--- src/rtl/codec_pkg.sv ---
// codec_pkg: shared types and defaults for the codec stream scheduler
package codec_pkg;
  localparam int W_DEF = 16;
  typedef enum logic [1:0] {SRC0, SRC1, RR, MIX} mode_t;
  typedef enum logic {SETTLE, RUN} sched_state_t;
endpackage

--- src/rtl/codec_stream_sched_if.sv ---
// codec_stream_sched_if: codec, source and rx stream signals of the scheduler
interface codec_stream_sched_if import codec_pkg::*; #(parameter int W = W_DEF);
  logic         codec_vld;
  logic [W-1:0] codec_lft_in, codec_rht_in, codec_lft_out, codec_rht_out;
  logic [1:0]   mode, src_vld, src_rdy;
  logic [W-1:0] src0_lft, src0_rht, src1_lft, src1_rht;
  logic         rx_vld, muted, underrun;
  logic [W-1:0] rx_lft, rx_rht;
  logic [15:0]  frame_cnt;
  modport slave (
    input  codec_vld, codec_lft_in, codec_rht_in, mode, src_vld,
           src0_lft, src0_rht, src1_lft, src1_rht,
    output codec_lft_out, codec_rht_out, src_rdy, rx_vld, rx_lft, rx_rht,
           muted, underrun, frame_cnt
  );
  modport master (
    output codec_vld, codec_lft_in, codec_rht_in, mode, src_vld,
           src0_lft, src0_rht, src1_lft, src1_rht,
    input  codec_lft_out, codec_rht_out, src_rdy, rx_vld, rx_lft, rx_rht,
           muted, underrun, frame_cnt
  );
endinterface

--- src/rtl/codec_src_holder.sv ---
// codec_src_holder: one-deep sample-pair holding register; pushes while full are dropped
module codec_src_holder import codec_pkg::*; #(parameter int W = W_DEF) (
  input  logic         clk,
  input  logic         rst,
  input  logic         i_vld,
  input  logic         i_pop,
  input  logic [W-1:0] i_lft,
  input  logic [W-1:0] i_rht,
  output logic         o_full,
  output logic [W-1:0] o_lft,
  output logic [W-1:0] o_rht
);
  logic         r_full;
  logic [W-1:0] r_lft, r_rht;
  always_ff @(posedge clk) begin
    if (rst) begin
      r_full <= 1'b0;
      r_lft  <= '0;
      r_rht  <= '0;
    end else if (i_pop) begin
      r_full <= 1'b0;
    end else if (i_vld && !r_full) begin
      r_full <= 1'b1;
      r_lft  <= i_lft;
      r_rht  <= i_rht;
    end
  end
  assign o_full = r_full;
  assign o_lft  = r_lft;
  assign o_rht  = r_rht;
endmodule

--- src/rtl/codec_stream_sched.sv ---
// codec_stream_sched: settles after reset, then serves one source pair per codec frame
module codec_stream_sched import codec_pkg::*; #(
  parameter int W             = W_DEF,
  parameter int SETTLE_FRAMES = 4,
  parameter int HOLD_LAST     = 1
) (
  input logic clk,
  input logic rst,
  codec_stream_sched_if.slave bus
);
  sched_state_t r_state, w_state_nxt;
  mode_t        w_mode;
  logic         r_vld_q, r_ptr, r_ur, r_rx_vld;
  logic [15:0]  r_settle, r_cnt;
  logic [W-1:0] r_l, r_r, r_rxl, r_rxr, w_nl, w_nr;
  logic [W-1:0] w_lft [2];
  logic [W-1:0] w_rht [2];
  logic [W:0]   w_sl, w_sr;
  logic [1:0]   w_full, w_pop, w_rr;
  logic         w_strb, w_run_strb, w_ur;
  codec_src_holder #(.W(W)) u_h0 (
    .clk(clk), .rst(rst), .i_vld(bus.src_vld[0]), .i_pop(w_pop[0]),
    .i_lft(bus.src0_lft), .i_rht(bus.src0_rht),
    .o_full(w_full[0]), .o_lft(w_lft[0]), .o_rht(w_rht[0])
  );
  codec_src_holder #(.W(W)) u_h1 (
    .clk(clk), .rst(rst), .i_vld(bus.src_vld[1]), .i_pop(w_pop[1]),
    .i_lft(bus.src1_lft), .i_rht(bus.src1_rht),
    .o_full(w_full[1]), .o_lft(w_lft[1]), .o_rht(w_rht[1])
  );
  assign w_mode     = mode_t'(bus.mode);
  assign w_strb     = bus.codec_vld & ~r_vld_q;
  assign w_run_strb = w_strb & (r_state == RUN);
  always_ff @(posedge clk) r_state <= rst ? SETTLE : w_state_nxt;
  always_comb begin
    w_state_nxt = (r_state == SETTLE && w_strb && r_settle == 16'(SETTLE_FRAMES - 1)) ? RUN : r_state;
  end
  // one extra bit keeps the mix sum exact before the halving shift
  always_comb begin
    w_rr  = r_ptr ? (w_full[1] ? 2'b10 : {1'b0, w_full[0]}) : (w_full[0] ? 2'b01 : {w_full[1], 1'b0});
    w_pop = !w_run_strb ? 2'b00 : w_mode == SRC0 ? {1'b0, w_full[0]} :
            w_mode == SRC1 ? {w_full[1], 1'b0} : w_mode == RR ? w_rr : {2{&w_full}};
    w_ur  = w_run_strb & ~|w_pop;
    w_sl  = {w_lft[0][W-1], w_lft[0]} + {w_lft[1][W-1], w_lft[1]};
    w_sr  = {w_rht[0][W-1], w_rht[0]} + {w_rht[1][W-1], w_rht[1]};
    w_nl  = w_mode == MIX ? w_sl[W:1] : w_pop[1] ? w_lft[1] : w_lft[0];
    w_nr  = w_mode == MIX ? w_sr[W:1] : w_pop[1] ? w_rht[1] : w_rht[0];
  end
  always_ff @(posedge clk) begin
    if (rst) begin
      r_vld_q  <= 1'b0;
      r_settle <= '0;
      r_ptr    <= 1'b0;
      r_ur     <= 1'b0;
      r_rx_vld <= 1'b0;
      r_cnt    <= '0;
      r_l      <= '0;
      r_r      <= '0;
      r_rxl    <= '0;
      r_rxr    <= '0;
    end else begin
      r_vld_q  <= bus.codec_vld;
      r_ur     <= w_ur;
      r_rx_vld <= w_run_strb;
      if (r_state == SETTLE && w_strb) r_settle <= r_settle + 16'd1;
      if (|w_pop) begin
        r_l <= w_nl;
        r_r <= w_nr;
      end else if (w_ur && HOLD_LAST == 0) begin
        r_l <= '0;
        r_r <= '0;
      end
      if (w_mode == RR && |w_pop) r_ptr <= w_pop[0];
      if (w_run_strb) begin
        r_cnt <= r_cnt + 16'd1;
        r_rxl <= bus.codec_lft_in;
        r_rxr <= bus.codec_rht_in;
      end
    end
  end
  assign bus.codec_lft_out = r_l;
  assign bus.codec_rht_out = r_r;
  assign bus.src_rdy       = ~w_full;
  assign bus.rx_vld        = r_rx_vld;
  assign bus.rx_lft        = r_rxl;
  assign bus.rx_rht        = r_rxr;
  assign bus.muted         = r_state == SETTLE;
  assign bus.underrun      = r_ur;
  assign bus.frame_cnt     = r_cnt;
endmodule

--- src/flat_wrapper.sv ---
// flat-port wrapper written by rule: the top's interface ports become plain ports
module codec_stream_sched_flat import codec_pkg::*;
#(
  parameter int W             = W_DEF,
  parameter int SETTLE_FRAMES = 4,
  parameter int HOLD_LAST     = 1
)
  (clk, rst, bus_codec_vld, bus_codec_lft_in, bus_codec_rht_in, bus_mode, bus_src_vld, bus_src0_lft, bus_src0_rht, bus_src1_lft, bus_src1_rht, bus_codec_lft_out, bus_codec_rht_out, bus_src_rdy, bus_rx_vld, bus_rx_lft, bus_rx_rht, bus_muted, bus_underrun, bus_frame_cnt);
  codec_stream_sched_if #(.W(W)) bus_i ();
  input logic clk;
  input logic rst;
  input wire logic [$bits(bus_i.codec_vld)-1:0] bus_codec_vld;
  input wire logic [$bits(bus_i.codec_lft_in)-1:0] bus_codec_lft_in;
  input wire logic [$bits(bus_i.codec_rht_in)-1:0] bus_codec_rht_in;
  input wire logic [$bits(bus_i.mode)-1:0] bus_mode;
  input wire logic [$bits(bus_i.src_vld)-1:0] bus_src_vld;
  input wire logic [$bits(bus_i.src0_lft)-1:0] bus_src0_lft;
  input wire logic [$bits(bus_i.src0_rht)-1:0] bus_src0_rht;
  input wire logic [$bits(bus_i.src1_lft)-1:0] bus_src1_lft;
  input wire logic [$bits(bus_i.src1_rht)-1:0] bus_src1_rht;
  output wire logic [$bits(bus_i.codec_lft_out)-1:0] bus_codec_lft_out;
  output wire logic [$bits(bus_i.codec_rht_out)-1:0] bus_codec_rht_out;
  output wire logic [$bits(bus_i.src_rdy)-1:0] bus_src_rdy;
  output wire logic [$bits(bus_i.rx_vld)-1:0] bus_rx_vld;
  output wire logic [$bits(bus_i.rx_lft)-1:0] bus_rx_lft;
  output wire logic [$bits(bus_i.rx_rht)-1:0] bus_rx_rht;
  output wire logic [$bits(bus_i.muted)-1:0] bus_muted;
  output wire logic [$bits(bus_i.underrun)-1:0] bus_underrun;
  output wire logic [$bits(bus_i.frame_cnt)-1:0] bus_frame_cnt;
  assign bus_i.codec_vld = bus_codec_vld;
  assign bus_i.codec_lft_in = bus_codec_lft_in;
  assign bus_i.codec_rht_in = bus_codec_rht_in;
  assign bus_i.mode = bus_mode;
  assign bus_i.src_vld = bus_src_vld;
  assign bus_i.src0_lft = bus_src0_lft;
  assign bus_i.src0_rht = bus_src0_rht;
  assign bus_i.src1_lft = bus_src1_lft;
  assign bus_i.src1_rht = bus_src1_rht;
  assign bus_codec_lft_out = bus_i.codec_lft_out;
  assign bus_codec_rht_out = bus_i.codec_rht_out;
  assign bus_src_rdy = bus_i.src_rdy;
  assign bus_rx_vld = bus_i.rx_vld;
  assign bus_rx_lft = bus_i.rx_lft;
  assign bus_rx_rht = bus_i.rx_rht;
  assign bus_muted = bus_i.muted;
  assign bus_underrun = bus_i.underrun;
  assign bus_frame_cnt = bus_i.frame_cnt;
  codec_stream_sched #(.W(W), .SETTLE_FRAMES(SETTLE_FRAMES), .HOLD_LAST(HOLD_LAST)) u_core (.clk(clk), .rst(rst), .bus(bus_i));
endmodule
--- config.mk ---
export PLATFORM = sky130hd
export DESIGN_NAME = codec_stream_sched_flat
export DESIGN_NICKNAME = d
export VERILOG_FILES = /design/src/rtl/codec_pkg.sv /design/src/rtl/codec_stream_sched_if.sv /design/src/rtl/codec_src_holder.sv /design/src/rtl/codec_stream_sched.sv /design/src/flat_wrapper.sv
export SDC_FILE = /design/constraint.sdc
export NUM_CORES = 1
export LEC_CHECK = 0
export ABC_CLOCK_PERIOD_IN_PS = 3000
export BUFFER_PORTS_ARGS = -buffer_cell sky130_fd_sc_hd__buf_2
export CAP_MARGIN = 10
export CORE_MARGIN = 2
export CORE_UTILIZATION = 47
export DETAILED_ROUTE_END_ITERATION = 16
export GPL_TIMING_DRIVEN = 0
export MAX_ROUTING_LAYER = met4
export PLACE_DENSITY = 0.77
export RECOVER_POWER = 100
export SLEW_MARGIN = 10
export SYNTH_ARGS = -nofsm -noshare
export SYNTH_HDL_FRONTEND = slang
export SYNTH_SLANG_ARGS = --single-unit
--- constraint.sdc ---
create_clock -name clk -period 3 [get_ports clk]
set_input_delay 0.6 -clock clk [delete_from_list [all_inputs] [get_ports clk]]
set_output_delay 0.6 -clock clk [all_outputs]
set_load 0.02 [all_outputs]
-- Word level (Yosys, flattened, before mapping)
Index checks and enable logic that the tools add are counted.
W data, S select, Z words.
- bits in registers: 167
- output and inout port bits: 85
- logic and storage cells: 59
- $add $sub $neg: 4
- equality and inequality tests: 4
- muxes and demuxes: 11
- bitwise gates (word level): 8
- reduce and logical (&&, ||, !) cells: 15
- operators with widths (kind ; number):
    $mux W16 ; 4
    $add A16 B16 Y17 ; 2
    $add A16 B1 Y16 const B ; 2
    $eq A16 B2 Y1 const B ; 1
    $mux W2 ; 7
    $reduce_and A2 Y1 ; 3
    $reduce_or A2 Y1 ; 3
    $logic_and A1 B1 Y1 ; 5
    $eq A2 B2 Y1 const B ; 2
    $not A1 Y1 ; 4
    $and A1 B1 Y1 ; 3
    $logic_not A1 Y1 ; 3
    $eq A2 B1 Y1 const B ; 1
    $logic_not A2 Y1 ; 1
    $not A2 Y2 ; 1

-- Longest topological paths before layout
Gate-level depths: netlist of run 1.
- depth in word-level cells: 9
- depth in mapped cells: 9
- mapped depth without buffers: 9

-- Modules after synthesis
Synthesis of run 1 repeated with hierarchy kept, for this count alone.
- cells, all modules: 986
- area, all modules: 8846.0 um2
- modules (own cells, without submodules) (module ; times used ; cells an instance ; area each (um2) ; sequential area each (um2)):
    codec_stream_sched ; 1 ; 700 ; 5843.1 ; 2021.9
    codec_src_holder ; 2 ; 143 ; 1501.4 ; 660.6

-- Least setup slack after synthesis of run 1
OpenSTA, ideal clock, no wires.
- kind: input to register
- start point: input bus_mode[1]
- end point: register u_core.r_l[7], in the netlist u_core.bus.codec_lft_out[7]
- data arrival time: 2224 ps
- required time: 2878 ps
- slack: 654 ps
- cell stages on the path: 8
- cell sequence: buf_2 -> and2_1 -> buf_6 -> a2111oi_4 -> buf_4 -> mux2i_1 -> nor2_1 -> a221o_1
- longest elaborated chain between the ends: 7
- elaborated cells on any way between the ends: 11
- those cells by class: eq/ne: 3; mux: 6; reduce/logical: 2
- RTL lines (item ; RTL line ; text):
    start: declaration ; flat_wrapper.sv:15 ; input wire logic [$bits(bus_i.mode)-1:0] bus_mode;
    $eq A2 B2 Y1 ; codec_stream_sched.sv:42 ; w_mode == SRC1 ? {w_full[1], 1'b0} : w_mode == RR ? w_rr : {2{&w_full}};
    $mux W2 (2 in series) ; codec_stream_sched.sv:42 ;
    $mux W2 (2 in series) ; codec_stream_sched.sv:41 ; w_pop = !w_run_strb ? 2'b00 : w_mode == SRC0 ? {1'b0, w_full[0]} :
    $mux W16 (2 in series) ; codec_stream_sched.sv:46 ; w_nl = w_mode == MIX ? w_sl[W:1] : w_pop[1] ? w_lft[1] : w_lft[0];
    end signal: assignment ; codec_stream_sched.sv:67 ; r_l <= w_nl;
    end: declaration ; codec_stream_sched.sv:15 ; logic [W-1:0] r_l, r_r, r_rxl, r_rxr, w_nl, w_nr;
Parallel ways exist; a longest one is shown, timed or not.
A chain may end at the register's enable or synchronous reset.

-- Final worst setup path of run 1
- start point: register u_core.u_h0.r_rht[2], in the netlist u_core.u_h0.o_rht[2]
- end point: register u_core.r_r[14], in the netlist u_core.bus.codec_rht_out[14]
- longest elaborated chain between the ends: 2
- RTL lines (item ; RTL line ; text):
    start: declaration ; codec_src_holder.sv:14 ; logic [W-1:0] r_lft, r_rht;
    start signal: assignment ; codec_src_holder.sv:25 ; r_rht <= i_rht;
    $add A16 B16 Y17 ; codec_stream_sched.sv:45 ; w_sr = {w_rht[0][W-1], w_rht[0]} + {w_rht[1][W-1], w_rht[1]};
    $mux W16 ; codec_stream_sched.sv:47 ; w_nr = w_mode == MIX ? w_sr[W:1] : w_pop[1] ? w_rht[1] : w_rht[0];
    end signal: assignment ; codec_stream_sched.sv:68 ; r_r <= w_nr;
    end: declaration ; codec_stream_sched.sv:15 ;
No other way between the ends.

==> metrics.txt, run 1 <==
outcome complete, no violations; Internal Power ~3.9 mW; fin crit period ~2.6 ns; dpl cells approximately 1,400; CORE AREA roughly 17,000 um2; Mapped Avg Cell Area slightly below 8 um2; # setup viols final 0; Relative slew margins 0.4100; Placement Setup Slack ~0.18 ns; Initial Util 0.4805; share of the yosys chip area belonging to registers 0.4195; Post-CTS Setup Bufs 0; first-pass GRT wire length roughly 36,000 um; Setup CP Type reg -> reg; pwr/cell area 538.9 nW/um2; most frequent cells in the layout nand2_1 (260), dfxtp_1 (167), a21oi_1 (154), clkbuf_1 (131), buf_2 (101); CTS Sinks roughly 170; Synth warnings 0; power share of the combinational group 0.095; post-CTS sizing 0; leakage power ~3.8 nW; CP Capture Type register; GRT overflow 0; Seq pwr share 0.446; Port Buffer Count between 150 and 200; Synth Instances about 1,000; wire length per cell about 16 um; Tcrit/Tclk final 0.8730; worst r2r path cells 8; Initial DRC Count 629; Unique masters post-synth between 50 and 60; die area 18,010 um2; Detail Placement HPWL approximately 17,000 um; reported max-cap violation count 0; IO Pins between 150 and 200; Worst-Margin Slew 0.8627 ns; drt via density ~5.4; P&R area growth vs syn 21.82%; Net Switching about 1.3 mW; gr usage total 0.2602; Yosys top cell by area dfxtp_1; FP Rows 47; top cell type's share of synthesized area 0.4195; EDFF count, synth 0; final total negative setup slack 0 ns; WP data required roughly 3.3 ns; Async S/R FF share, synth 0; CTS tree yes; Reg2Reg Setup Slack approximately 0.38 ns; clock latency on the worst-skew pair 0.43 ns; commonest register cell after synthesis dfxtp_1; Max Freq approximately 380 MHz; Post-Syn Nets 1,142; H-tree Lvls 4; # hold bufs at CTS 0; Routed WL between 20,000 and 25,000 um; most common cell after layout, fill and taps aside nand2_1; peak supply drop 405.9 uV; DR pass1 iterations 6; final hold vios 0; Critical Path Fanout Max 4; Final Util 0.5854; max-slew violations 0; Seq cells post-synth roughly 170; Post-DRT Antenna Nets 0; final worst setup slack 0.3809 ns; fin cells about 1,400; Min-Delay Path Depth 3; Final Net Count about 1,300; hold crit path type in -> reg; antenna violations before repair 0; Clock Skew 0.007508 ns; Critical R2R Capture u_core.bus.codec_rht_out[14]; total number of vias 7,858; Inserted Clock Buffers 17; Arr. time, crit path roughly 2.9 ns; synth top area cells dfxtp_1 (42%), nand2_1 (12%), a21oi_1 (9.7%); RSZ-0062 raised after global routing no; WHS Endpoint u_core.bus.rx_rht[9]; final RePlAce weighted congestion roughly 0.97; clock root buffer clkbuf_16; Die Width about 130 um; Worst-path clk slew 0.07 ns; critical hold path startpoint bus_codec_rht_in[9]; worst-case clock buffer depth 2; clock share of power 0.460; # DRC 0; Worst R2R Start u_core.u_h0.o_rht[2]; Worst setup SP type register; layout cells sized above 1 0.1161; vias in the first global route around 7,400; largest net degree at the start of global routing 17; switch share 0.2526; Cell Area, Synth around 8000 um2; antenna diode count 0; die span in y between 100 and 150 um
==> worst max-delay path by stage <==
stage                     slack (ns)                           end            startpoint  cells after the start
after floorplan                 0.65   u_core.bus.codec_lft_out[7]           bus_mode[1]                      8
after global placement          0.20  u_core.bus.codec_lft_out[15]           bus_mode[0]                      9
after detailed placement        0.18  u_core.bus.codec_lft_out[15]           bus_mode[0]                      9
after CTS                       0.44  u_core.bus.codec_rht_out[11]  u_core.u_h1.o_rht[0]                      9
after global routing            0.15  u_core.bus.codec_rht_out[14]  u_core.u_h0.o_rht[2]                      8
final                           0.38  u_core.bus.codec_rht_out[14]  u_core.u_h0.o_rht[2]                      8
==> critical path, stage by stage (launching register included) <==
cell and delay [ns]:
dfxtp_1 0.34, ha_1 0.35, nand4_1 0.13, a2111oi_0 0.76, o211ai_1 0.26, a21oi_1 0.26
o21ai_0 0.12, a31oi_1 0.19, nor3_1 0.07
==> state kept, by name, indices dropped and copies added (netlist names) <==
name / cells
u_core.r_vld_q: 1
u_core.bus.rx_vld: 1
u_core.bus.codec_lft_out: 16
u_core.r_settle: 16
u_core.bus.rx_rht: 16
u_core.bus.codec_rht_out: 16
u_core.u_h1.o_rht: 16
u_core.u_h0.o_full: 1
u_core.bus.rx_lft: 16
u_core.u_h0.o_rht: 16
u_core.r_state: 1
u_core.r_ptr: 1
u_core.u_h1.o_lft: 16
u_core.u_h1.o_full: 1
u_core.u_h0.o_lft: 16
u_core.bus.underrun: 1
u_core.bus.frame_cnt: 16
==> Yosys cell counts, drive strengths merged, types with 18 or more instances <==
library cell,instances
nor2,71
ha,32
nand3,18
mux2i,31
a21oi,154
xnor2,19
dfxtp,167
nand2,260
o21ai,28
buf,18
clkbuf,36
xor2,29
==> metrics by stage <==
step | cell area, um2 | hold slack (ns) | power, mW
after floorplan | 7969 | 0.4489 | 2.683
after global placement | 9175 | 0.4389 | 2.856
after detailed placement | 9175 | 0.4431 | 2.865
after CTS | 9826 | 0.3911 | 5.245
after global routing | 9708 | 0.4008 | 5.410
final | 9708 | 0.3975 | 5.232
==> metal layers <==
layer | vias up | track usage | wire (um)
li1 | 3864 | - | -
met1 | 3602 | 0.3377 | 10200
met2 | 337 | 0.4099 | 10420
met3 | 55 | 0.04800 | 1830
met4 | 0 | 0.08772 | 592
met5 | - | - | 0
==> area by class of cell <==
type,instances,area [um2]
Fill cell,1561,6875
Multi-Input combinational cell,769,4335
Sequential cell,167,3343
Timing Repair Buffer,186,823.3
Clock buffer,18,439.2
Tap cell,220,275.3
Buffer,54,224.0
Clock inverter,14,211.5
Inverter,15,56.30
==> kinds of logic after synthesis <==
family,after synthesis,share of synthesized area
flip-flops,167,0.4195
AND/OR/NAND/NOR,415,0.2193
multiplexers,34,0.04318
adder cells (fa/ha/maj),34,0.05527
AO/OA/AOI/OAI,238,0.1743
XOR/XNOR,48,0.05276
buffers and inverters,69,0.03564
==> power groups by stage <==
stage / Combinational (mW) / Clock [mW] / Sequential [mW]
floorplan: 0.318 / 0 / 2.37
global placement: 0.478 / 0 / 2.38
detailed placement: 0.485 / 0 / 2.38
CTS: 0.491 / 2.42 / 2.33
global route: 0.553 / 2.52 / 2.34
finish: 0.496 / 2.41 / 2.33
(Power assumes the default switching activity.)
==> run 2, diff against run 1 <==
Settings changed: RECOVER_POWER 100 to 50.
==> metrics.txt, run 2 (synthesis results as in run 1) <==
outcome complete, no violations (unchanged); Worst-path clk slew 0.07 ns (about the same); Seq pwr share 0.446 (about the same); Initial Util 0.4805 (unchanged); Clock Skew 0.005947 ns (was 0.007508 ns); Arr. time, crit path 2.99 ns (was 2.90 ns); hold crit path type in -> reg (unchanged); GRT overflow 0 (unchanged); Port Buffer Count 186 (unchanged); Final Util 0.5862 (was 0.5854); die span in y 134.2 um (unchanged); Die Width 134.2 um (unchanged); final worst setup slack 0.3848 ns (was 0.3809 ns); FP Rows 47 (unchanged); die area 18,010 um2 (unchanged); final total negative setup slack 0 ns (unchanged); worst-case clock buffer depth 2 (unchanged); switch share 0.2512 (was 0.2526); final hold vios 0 (unchanged); # DRC 0 (unchanged); clock latency on the worst-skew pair 0.43 ns (about the same); overall power 5.224 mW (was 5.232 mW); wire length per cell 15.91 um (was 15.97 um); finished layout cell area 9721 um2 (was 9708 um2); antenna diode count 0 (unchanged); total number of vias 7,819 (was 7,858); RSZ-0062 raised after global routing no (unchanged); Worst-Margin Slew 0.7805 ns (was 0.8627 ns); fin cells 1,443 (unchanged); layout filler cell count 1,556 (was 1,561); leakage power 3.799 nW (was 3.787 nW); clock root buffer clkbuf_16 (unchanged); most frequent cells in the layout nand2_1 (260), dfxtp_1 (167), a21oi_1 (154), clkbuf_1 (123), buf_2 (104) (was nand2_1 (260), dfxtp_1 (167), a21oi_1 (154), clkbuf_1 (131), buf_2 (101)); drt via density 5.419 (was 5.446); Post-DRT Antenna Nets 0 (unchanged); Critical Path Fanout Max 4 (unchanged); Internal Power 3.912 mW (was 3.911 mW); IO Pins 188 (unchanged); clock share of power 0.459 (was 0.460); peak supply drop 405.3 uV (was 405.9 uV); Initial DRC Count 582 (was 629); WP data required 3.37 ns (was 3.28 ns); first-pass GRT wire length 36,230 um (unchanged); reported max-cap violation count 0 (unchanged); most common cell after layout, fill and taps aside nand2_1 (unchanged); layout cells sized above 1 0.1202 (was 0.1161); largest net degree at the start of global routing 17 (unchanged); Relative slew margins 0.4797 (was 0.4100); Inserted Clock Buffers 17 (unchanged); dpl cells 1,411 (unchanged); CORE AREA 16,580 um2 (unchanged); P&R area growth vs syn 21.98% (was 21.82%); Max Freq 382.4 MHz (was 381.8 MHz); Setup CP Type reg -> reg (unchanged); pwr/cell area 537.5 nW/um2 (was 538.9 nW/um2); antenna violations before repair 0 (unchanged); Placed Area 9175 um2 (unchanged); final hold slack 0.3996 ns (was 0.3975 ns); gr usage total 0.2602 (unchanged); Final Net Count 1,347 (unchanged); vias in the first global route 7,394 (unchanged); DR pass1 iterations 5 (was 6); H-tree Lvls 4 (unchanged); CTS tree yes (unchanged); power share of the combinational group 0.095 (about the same); # setup viols final 0 (unchanged); Tcrit/Tclk final 0.8717 (was 0.8730); Worst setup SP type register (unchanged); fin crit period 2.615 ns (was 2.619 ns); CP Capture Type register (unchanged); Detail Placement HPWL 16,750 um (unchanged); # hold bufs at CTS 0 (unchanged); Net Switching 1.313 mW (was 1.321 mW); CTS Sinks 167 (unchanged); max-slew violations 0 (unchanged); Post-CTS Setup Bufs 0 (unchanged); Routed WL 22,960 um (was 23,050 um); final RePlAce weighted congestion 0.9657 (unchanged); post-CTS sizing 0 (unchanged); Placement Setup Slack 0.1777 ns (unchanged)
[run 2: cell types whose count changed in the layout (fill, tap and decap cells not counted), moves of 2 or more]
| cell | delta |
|---|---|
| clkbuf_1 | -8 |
| buf_1 | +5 |
| buf_2 | +3 |
| and2_0 | -2 |
| and2_1 | +2 |
| o21ai_0 | -2 |
| o21ai_1 | +2 |
[run 2: critical path, stage by stage, from the launching register on]
cell and delay, ns:
dfxtp_1 0.33, and2_1 0.17, fa_1 0.40, a21oi_1 0.28
o211ai_1 0.17, a311oi_1 0.34, o21bai_1 0.16, a21o_1 0.23
a2111o_1 0.40, nand4_1 0.08
[run 2: final timing paths]
path                         startpoint  cells past startpoint  slack (ns)                           end
setup / recovery   u_core.u_h1.o_rht[0]                      9        0.38  u_core.bus.codec_rht_out[11]
hold reg to reg   u_core.bus.rx_lft[10]                      2        0.45         u_core.bus.rx_lft[10]
hold / removal      bus_codec_rht_in[9]                      3        0.40          u_core.bus.rx_rht[9]
setup reg to reg   u_core.u_h1.o_rht[0]                      9        0.38  u_core.bus.codec_rht_out[11]
[run 2: final cells by class]
class | count | area [um2] | area share
Buffer | 54 | 227.7 | 0.02343
Clock buffer | 18 | 439.2 | 0.04518
Clock inverter | 14 | 211.5 | 0.02175
Inverter | 15 | 56.30 | 0.005792
Multi-Input combinational cell | 769 | 4342 | 0.4466
Sequential cell | 167 | 3343 | 0.3439
Tap cell | 220 | 275.3 | 0.02832
Timing Repair Buffer | 186 | 825.8 | 0.08495
[run 2: power by group through the flow]
stage / sequential (mW) / combinational [mW] / clock [mW]
final: 2.33 / 0.497 / 2.40
after global routing: 2.34 / 0.554 / 2.52
after CTS: 2.33 / 0.491 / 2.42
after detailed placement: 2.38 / 0.485 / 0
after global placement: 2.38 / 0.478 / 0
after floorplan: 2.37 / 0.318 / 0
[run 2: metal layers]
metal | part of all wire | routed length [um] | global-route usage | vias up
met5 | 0 | 0 | - | -
met4 | 0.025 | 578 | 0.08772 | 0
met1 | 0.44 | 10090 | 0.3377 | 3597
li1 | - | - | - | 3865
met2 | 0.45 | 10410 | 0.4099 | 309
met3 | 0.082 | 1876 | 0.04800 | 48
==> run 3, diff against run 2 <==
Settings changed: CTS_BUF_LIST set to sky130_fd_sc_hd__clkbuf_8.
==> metrics.txt, run 3 (synthesis results as in run 1) <==
outcome complete, no violations (unchanged); final hold slack 0.3513 ns (was 0.3996 ns); GRT overflow 0 (unchanged); gr usage total 0.2599 (was 0.2602); most common cell after layout, fill and taps aside nand2_1 (unchanged); FP Rows 47 (unchanged); Worst-Margin Slew 0.7644 ns (was 0.7805 ns); Final Util 0.5749 (was 0.5862); leakage power 3.726 nW (was 3.799 nW); clock root buffer clkbuf_8 (was clkbuf_16); RSZ-0062 raised after global routing no (unchanged); Relative slew margins 0.4904 (was 0.4797); wire length per cell 15.84 um (was 15.91 um); die span in y 134.2 um (unchanged); fin crit period 2.616 ns (was 2.615 ns); DR pass1 iterations 8 (was 5); hold crit path type in -> reg (unchanged); Arr. time, crit path 3.03 ns (was 2.99 ns); antenna violations before repair 0 (unchanged); Routed WL 22,860 um (was 22,960 um); CP startpoint u_core.u_h1.o_rht[0] (unchanged); # setup viols final 0 (unchanged); critical hold path startpoint bus_codec_rht_in[9] (unchanged); drt via density 5.410 (was 5.419); crit-path max cell delay 0.40 ns (about the same); # DRC 0 (unchanged); CTS Sinks 167 (unchanged); antenna diode count 0 (unchanged); Port Buffer Count 186 (unchanged); Post-DRT Antenna Nets 0 (unchanged); die area 18,010 um2 (unchanged); cell family with most CP delay compound AO/OA/AOI/OAI gates (unchanged); Worst-path clk slew 0.09 ns (was 0.07 ns); Initial DRC Count 617 (was 582); Clock Skew 0.01117 ns (was 0.005947 ns); finished layout cell area 9534 um2 (was 9721 um2); clock latency on the worst-skew pair 0.47 ns (was 0.43 ns); peak supply drop 325.7 uV (was 405.3 uV); final RePlAce weighted congestion 0.9657 (unchanged); CP max stage cell fa_1 (unchanged); final hold vios 0 (unchanged); Critical Path Fanout Max 4 (unchanged); cell chain of the critical path and2_1 > fa_1 > a21oi_1 > o211ai_1 > a311oi_1 > o21bai_1 > a21o_1 > a2111o_1 > nand4_1 (unchanged); Inserted Clock Buffers 17 (unchanged); Initial Util 0.4805 (unchanged); Final Net Count 1,347 (unchanged); post-CTS sizing 0 (unchanged); first-pass GRT wire length 36,120 um (was 36,230 um); Tcrit/Tclk final 0.8720 (was 0.8717); largest net degree at the start of global routing 17 (unchanged); final total negative setup slack 0 ns (unchanged); P&R area growth vs syn 19.64% (was 21.98%); H-tree Lvls 4 (unchanged); Setup CP Type reg -> reg (unchanged); Worst R2R Start u_core.u_h1.o_rht[0] (unchanged); # hold bufs at CTS 0 (unchanged); Post-CTS Setup Bufs 0 (unchanged); WP data required 3.41 ns (was 3.37 ns); worst-case clock buffer depth 2 (unchanged); Placed Area 9175 um2 (unchanged); Max Freq 382.3 MHz (was 382.4 MHz); CORE AREA 16,580 um2 (unchanged); Die Width 134.2 um (unchanged); overall power 4.680 mW (was 5.224 mW); Worst setup SP type register (unchanged); reported max-cap violation count 0 (unchanged); most frequent cells in the layout nand2_1 (260), dfxtp_1 (167), a21oi_1 (154), clkbuf_1 (119), buf_2 (108) (was nand2_1 (260), dfxtp_1 (167), a21oi_1 (154), clkbuf_1 (123), buf_2 (104)); layout filler cell count 1,585 (was 1,556); CTS tree yes (unchanged); total number of vias 7,806 (was 7,819); IO Pins 188 (unchanged); pwr/cell area 490.9 nW/um2 (was 537.5 nW/um2); CP Capture Type register (unchanged); vias in the first global route 7,372 (was 7,394); WP buf/inv 0 (unchanged); max-slew violations 0 (unchanged); Detail Placement HPWL 16,750 um (unchanged); layout cells sized above 1 0.1235 (was 0.1202)
==> run 3: area by class of cell <==
| cell class | count | area [um2] | share of cell area |
|---|---|---|---|
| Sequential cell | 167 | 3343 | 0.3507 |
| Multi-Input combinational cell | 769 | 4342 | 0.4554 |
| Timing Repair Buffer | 186 | 830.8 | 0.08714 |
| Clock buffer | 18 | 247.7 | 0.02598 |
| Tap cell | 220 | 275.3 | 0.02887 |
| Clock inverter | 14 | 211.5 | 0.02218 |
| Buffer | 54 | 227.7 | 0.02388 |
| Inverter | 15 | 56.30 | 0.005906 |
==> run 3: metal layers <==
| layer | wire (um) | vias to the layer above | share of wire | GRT usage |
|---|---|---|---|---|
| met5 | 0 | - | 0 | - |
| met4 | 373 | 0 | 0.016 | 0.06491 |
| met3 | 1859 | 27 | 0.081 | 0.05858 |
| met2 | 10420 | 303 | 0.46 | 0.4141 |
| met1 | 10210 | 3613 | 0.45 | 0.3361 |
| li1 | - | 3863 | - | - |
==> run 3: worst reg2reg max path, delay by kind of cell (launching register included) <==
family	cells	cell delay (ns)
AO/OA/AOI/OAI	6	1.56
flip-flops	1	0.34
AND/OR/NAND/NOR	2	0.25
adder cells (fa/ha/maj)	1	0.40
==> run 3: worst paths after layout <==
kind / to / slack [ns] / cells after the start
setup / recovery: u_core.bus.codec_rht_out[11] / 0.38 / 9
hold / removal: u_core.bus.rx_rht[9] / 0.35 / 3
setup reg to reg: u_core.bus.codec_rht_out[11] / 0.38 / 9
hold reg to reg: u_core.bus.rx_lft[10] / 0.46 / 2
==> run 3: through the flow <==
step           setup slack (ns)  cells
2_1_floorplan            0.6541   1005
3_3_place_gp             0.2018   1411
3_5_place_dp             0.1777   1411
4_1_cts                  0.4366   1443
5_1_grt                  0.2724   1443
6_report                 0.3840   1443
==> run 3: power breakdown <==
part           switching (mW)  internal [mW]  total, mW
Combinational           0.303          0.192      0.495
Clock                   0.898          0.958       1.86
Sequential             0.0562           2.27       2.33
